--- src/rtl/shift_seq_ctrl.sv ---
// shift_seq_ctrl: round-robin two-requester word serializer.
// A granted N-bit word is shifted out MSB first under a valid/ready
// handshake, followed by a one-cycle done pulse.
// Optional feature macro: SHIFT_SEQ_CTRL_PARITY_EN appends an even-parity
// bit (XOR of the loaded word) after the last data bit.
// Reset: clr, synchronous, active-low.
module shift_seq_ctrl #(
  parameter int N = 4
) (
  input  logic         clk,
  input  logic         clr,
  input  logic         req_a,
  input  logic [N-1:0] data_a,
  input  logic         req_b,
  input  logic [N-1:0] data_b,
  output logic         gnt_a,
  output logic         gnt_b,
  output logic         ser_out,
  output logic         ser_valid,
  input  logic         ser_rdy,
  output logic         busy,
  output logic         done
);

  localparam int CW = $clog2(N + 1);

`ifdef SHIFT_SEQ_CTRL_PARITY_EN
  typedef enum logic [1:0] {IDLE = 2'd0, SHIFT = 2'd1, DONE = 2'd2, PAR = 2'd3} state_t;
`else
  typedef enum logic [1:0] {IDLE = 2'd0, SHIFT = 2'd1, DONE = 2'd2} state_t;
`endif

  state_t          state;
  state_t          state_nxt;
  logic [N-1:0]    sreg;
  logic [CW-1:0]   cnt;
  logic            last_b;     // 1: B was served last, so A wins a tie
  logic            accept;
  logic            win_a;
  logic            last_bit;
`ifdef SHIFT_SEQ_CTRL_PARITY_EN
  logic            par_bit;
`endif

  assign win_a    = req_a && (!req_b || last_b);
  assign last_bit = (cnt == CW'(N - 1));

  // State register.
  always_ff @(posedge clk) begin
    // NOTE: sequential state uses non-blocking assignments so every flop
    // samples pre-edge values regardless of statement order.
    if (!clr) state <= IDLE;
    else      state <= state_nxt;
  end

  // Next-state decode plus state-derived outputs (no input-to-output paths).
  always_comb begin
    // NOTE: every signal gets a default first so no path leaves it
    // unassigned, which would otherwise infer a latch.
    state_nxt = state;
    accept    = 1'b0;
    busy      = (state != IDLE);
    done      = 1'b0;
    ser_valid = 1'b0;
    ser_out   = 1'b0;
    case (state)
      IDLE: begin
        if (req_a || req_b) begin
          accept    = 1'b1;
          state_nxt = SHIFT;
        end
      end
      SHIFT: begin
        ser_valid = 1'b1;
        ser_out   = sreg[N-1];
        if (ser_rdy && last_bit) begin
`ifdef SHIFT_SEQ_CTRL_PARITY_EN
          state_nxt = PAR;
`else
          state_nxt = DONE;
`endif
        end
      end
`ifdef SHIFT_SEQ_CTRL_PARITY_EN
      PAR: begin
        ser_valid = 1'b1;
        ser_out   = par_bit;
        if (ser_rdy) state_nxt = DONE;
      end
`endif
      DONE: begin
        done      = 1'b1;
        state_nxt = IDLE;
      end
      default: state_nxt = IDLE;
    endcase
  end

  // Datapath: word load on accept, shift on each accepted bit, grant pulses.
  always_ff @(posedge clk) begin
    // NOTE: the shift register is cleared on reset so an aborted word can
    // never reappear on ser_out after reset is released.
    if (!clr) begin
      sreg   <= '0;
      cnt    <= '0;
      gnt_a  <= 1'b0;
      gnt_b  <= 1'b0;
      last_b <= 1'b1;
`ifdef SHIFT_SEQ_CTRL_PARITY_EN
      par_bit <= 1'b0;
`endif
    end else begin
      gnt_a <= 1'b0;
      gnt_b <= 1'b0;
      if (accept) begin
        sreg   <= win_a ? data_a : data_b;
        cnt    <= '0;
        gnt_a  <= win_a;
        gnt_b  <= !win_a;
        last_b <= !win_a;
`ifdef SHIFT_SEQ_CTRL_PARITY_EN
        par_bit <= win_a ? ^data_a : ^data_b;
`endif
      end else if (state == SHIFT && ser_rdy) begin
        sreg <= {sreg[N-2:0], 1'b0};
        cnt  <= cnt + 1'b1;
      end
    end
  end

endmodule

--- config.mk ---
export PLATFORM = sky130hd
export DESIGN_NAME = shift_seq_ctrl
export DESIGN_NICKNAME = d
export VERILOG_FILES = /design/src/rtl/shift_seq_ctrl.sv
export SDC_FILE = /design/constraint.sdc
export NUM_CORES = 1
export LEC_CHECK = 0
export ABC_CLOCK_PERIOD_IN_PS = 1350
export CAP_MARGIN = 20
export CORE_UTILIZATION = 43
export CTS_BUF_LIST = sky130_fd_sc_hd__clkbuf_16
export DETAILED_ROUTE_END_ITERATION = 10
export HOLD_SLACK_MARGIN = 0.02
export PLACE_DENSITY = 0.8
export SLEW_MARGIN = 20
export SYNTH_ARGS = -nofsm -noshare
export SYNTH_HDL_FRONTEND = slang
export SYNTH_SLANG_ARGS = --single-unit
--- constraint.sdc ---
create_clock -name clk -period 1.35 [get_ports clk]
set_clock_uncertainty 0.05 [all_clocks]
set_input_delay 0.27 -clock clk [delete_from_list [all_inputs] [get_ports clk]]
set_output_delay 0.27 -clock clk [all_outputs]
set_load 0.03 [all_outputs]
==> results.md, run 1 <==
- CTS tree: done
- Clock root cell: clkbuf_16
- R2r endpoint: sreg[2]
- Vias: 584
- Leakage: between 0.4 and 0.5 nW
- H-tree Lvls: 1
- Gp weighted congestion: approximately 0.78
- Worst Hold Launch: cnt[1]
- NumNets Final: about 120
- First-pass DRT Iterations: 2
- WP data required: about 1.0 ns
- Layout cell share with drive strength beyond 1: 0.273
- Final WL: 1410 µm
- Syn Nets: 84
- List of most frequent post-synthesis cells: 17 x nand2_1, 12 x dfxtp_1
- PD cells: 1230 nW/µm²
- DRC Markers: 0
- WL met3: between 70 and 80 µm
- Status: finished clean
- Dominant cells by area after synthesis: dfxtp_1 40%, nand2_1 11%, ha_1 4.2%
- Die area: 1540 µm²
- M1 WL: between 600 and 700 µm
- Total power: roughly 1.2 mW
- Hold Path Sink: cnt[1]
- Arrival @ worst endpoint: a little over 1 ns
- Vias in the first global route: between 400 and 500
- Number of DRC markers in iteration 0: 7
- Register area share after synthesis: 0.402
- Detailed Place HPWL: between 1000 and 1500 µm
- Commonest register cell after synthesis: dfxtp_1
- DIE WIDTH: 39.3 µm
- Number of synthesized flops with an enable pin: 0
- Pin count of the biggest net entering global routing: 8
- Final hold vios: 0
- Via/cell ratio: 5.12
- Buffer depth of the longest clock path: 2
- FFs w/ async S/R, synth: 0
- MaxCap Viol Count: 0
- Final period util: 0.999
- Max-slew violation count: 0
- Post-Synthesis Cells: 69
- # clock sinks: 12
- Row Count: 13
- WL met2: ~670 µm
- Max Clock Freq: about 740 MHz
- Mean Syn Cell Area: just under 9 µm²
- Worst reg2reg setup slack: 0.11 ns
- Max VDD drop: 1.37 mV
- R2r startpoint: state[0]
- # setup viols final: 0
- Worst setup SP type: flop
- Grt total ovfl: 0
- Top cell type by total area after synthesis: dfxtp_1
- Area growth from synthesis to layout: 58.4%
- DRT antenna net count: 0
- Highest metal used: met4
- RSZ-0062 raised after global routing: true
- Warnings from Yosys: 0
- Hold Path Class: reg2reg
- Starting Density: 0.460
- Kind of critical path: reg2out
- Core Util, Final: 0.728
- I/O pin count: 19
- Worst-skew pair later-pin latency: approximately 0.24 ns
- First-pass GRT wire length: 2040 µm
- CP endpoint kind: output pin
- Core area: between 1000 and 1500 µm²
- Least-Margin Pin Slew: between 0.3 and 0.4 ns
- CTS buffer count: 3
- FF-to-FF path depth: 5
- Crit path max fanout: 5
- Share of the synthesized area in the top cell type: 0.402
- Clk slew on worst S/H paths: ~0.040 ns
- Synth unique cells: 28
- IO buf count: 18
- Antenna fix cells: 0
- Relative slew margins: 0.792
- Seq cells post-synth: 12
- Routed len/inst: 12.4 µm
- Most numerous cell in the Yosys netlist: nand2_1
- Die Ht: between 30 and 40 µm
- Min Clock Period, post-route: between 1 and 1.5 ns
- Post-Syn Area: 598 µm²
- Hold Path Cell Cnt: 2
- All-Layer GR Usage: 0.212
- Hold Buf Count CTS: 0
- Initial antenna violation count: 0
## report_power, final
| group | internal [mW] | switching (mW) | leakage (nW) |
|---|---|---|---|
| clock network | 0.390 | 0.158 | 0.0385 |
| registers | 0.380 | 0.0161 | 0.0996 |
| logic | 0.116 | 0.109 | 0.278 |
## critical path, cell delays in order (launching register included)
cell and delay (ns):
dfxtp_4 0.37, nor2b_4 0.16, and2_4 0.14, buf_6 0.12
## stage by stage
step	cell area, µm²	hold slack, ns	cells	TNS (ns)	worst slack [ns]
2_1_floorplan	598	0.309	69	0	0.0779
6_report	947	0.407	114	0	0.00178
3_3_place_gp	821	0.398	107	-1.24	-0.215
3_5_place_dp	821	0.407	107	-1.81	-0.274
4_1_cts	917	0.413	111	-0.00179	-0.00179
5_1_grt	947	0.436	114	-0.0360	-0.0360
## kinds of logic (layout without fill, tap and decap cells)
family / after synthesis / count (layout) / share of synthesized area
muxes: 1 / 1 / 0.0167
xor gates and xnor gates: 1 / 1 / 0.0146
DFF: 12 / 12 / 0.402
AOI/OAI and AO/OA: 18 / 18 / 0.226
buffers and inverters: 4 / 34 / 0.0377
adders and majority gates: 2 / 2 / 0.0418
and+or+nand+nor: 31 / 31 / 0.262
## state kept, by name (all words and copies together), names as in the netlist
signal,cells
cnt,3
gnt_b,1
sreg,4
last_b,1
state,2
gnt_a,1
## what timing repair did
action	4_1_cts	5_1_grt
setup buffers	0	3
pin swaps	1	2
cloned	0	0
resized for setup	12	1
setup endpoints to repair	8	5
## final cells by class
cell class | instances | area, µm²
Clock buffer | 3 | 75.1
Clock inverter | 1 | 3.75
Fill cell | 102 | 354
Inverter | 3 | 11.3
Multi-Input combinational cell | 53 | 349
Sequential cell | 12 | 245
Tap cell | 15 | 18.8
Timing Repair Buffer | 27 | 244
## metal layers
layer,up-vias,track usage
met3,4,0.102
met1,268,0.219
met5,-,0
li1,300,-
met4,0,0.103
met2,12,0.354
## worst max path at each step
stage | startpoint | end | slack (ns)
finish | state[0] | ser_out | 0.002
global route | state[0] | ser_out | -0.04
CTS | state[0] | ser_out | -0.002
detailed placement | req_a | sreg[2] | -0.27
global placement | req_a | sreg[2] | -0.21
floorplan | state[0] | ser_out | 0.08
## cells in the final DEF (no fill, tap or decap), types with 2 or more instances in the layout
cell type	instances
buf_6	3
and2_1	2
dfxtp_1	10
buf_4	10
o31ai_1	3
o21ai_0	3
clkdlybuf4s50_1	10
nand2_1	17
a21oi_1	3
inv_1	3
nand3_1	2
ha_1	2
clkbuf_16	3
dlygate4sd2_1	4
a31oi_1	3
nor2_1	2
Power figures use the tool's default switching activity.
==> inputs of run 2 (changes only) <==
--- a/config.mk
+++ b/config.mk
@@ -9,6 +9,7 @@
 export CAP_MARGIN = 20
 export CORE_UTILIZATION = 43
 export CTS_BUF_LIST = sky130_fd_sc_hd__clkbuf_16
+export CTS_CLUSTER_DIAMETER = 200
 export DETAILED_ROUTE_END_ITERATION = 10
 export HOLD_SLACK_MARGIN = 0.02
 export PLACE_DENSITY = 0.8
==> results of run 2 <==
The final DEF is identical to that of run 1; final timing and power are the same.
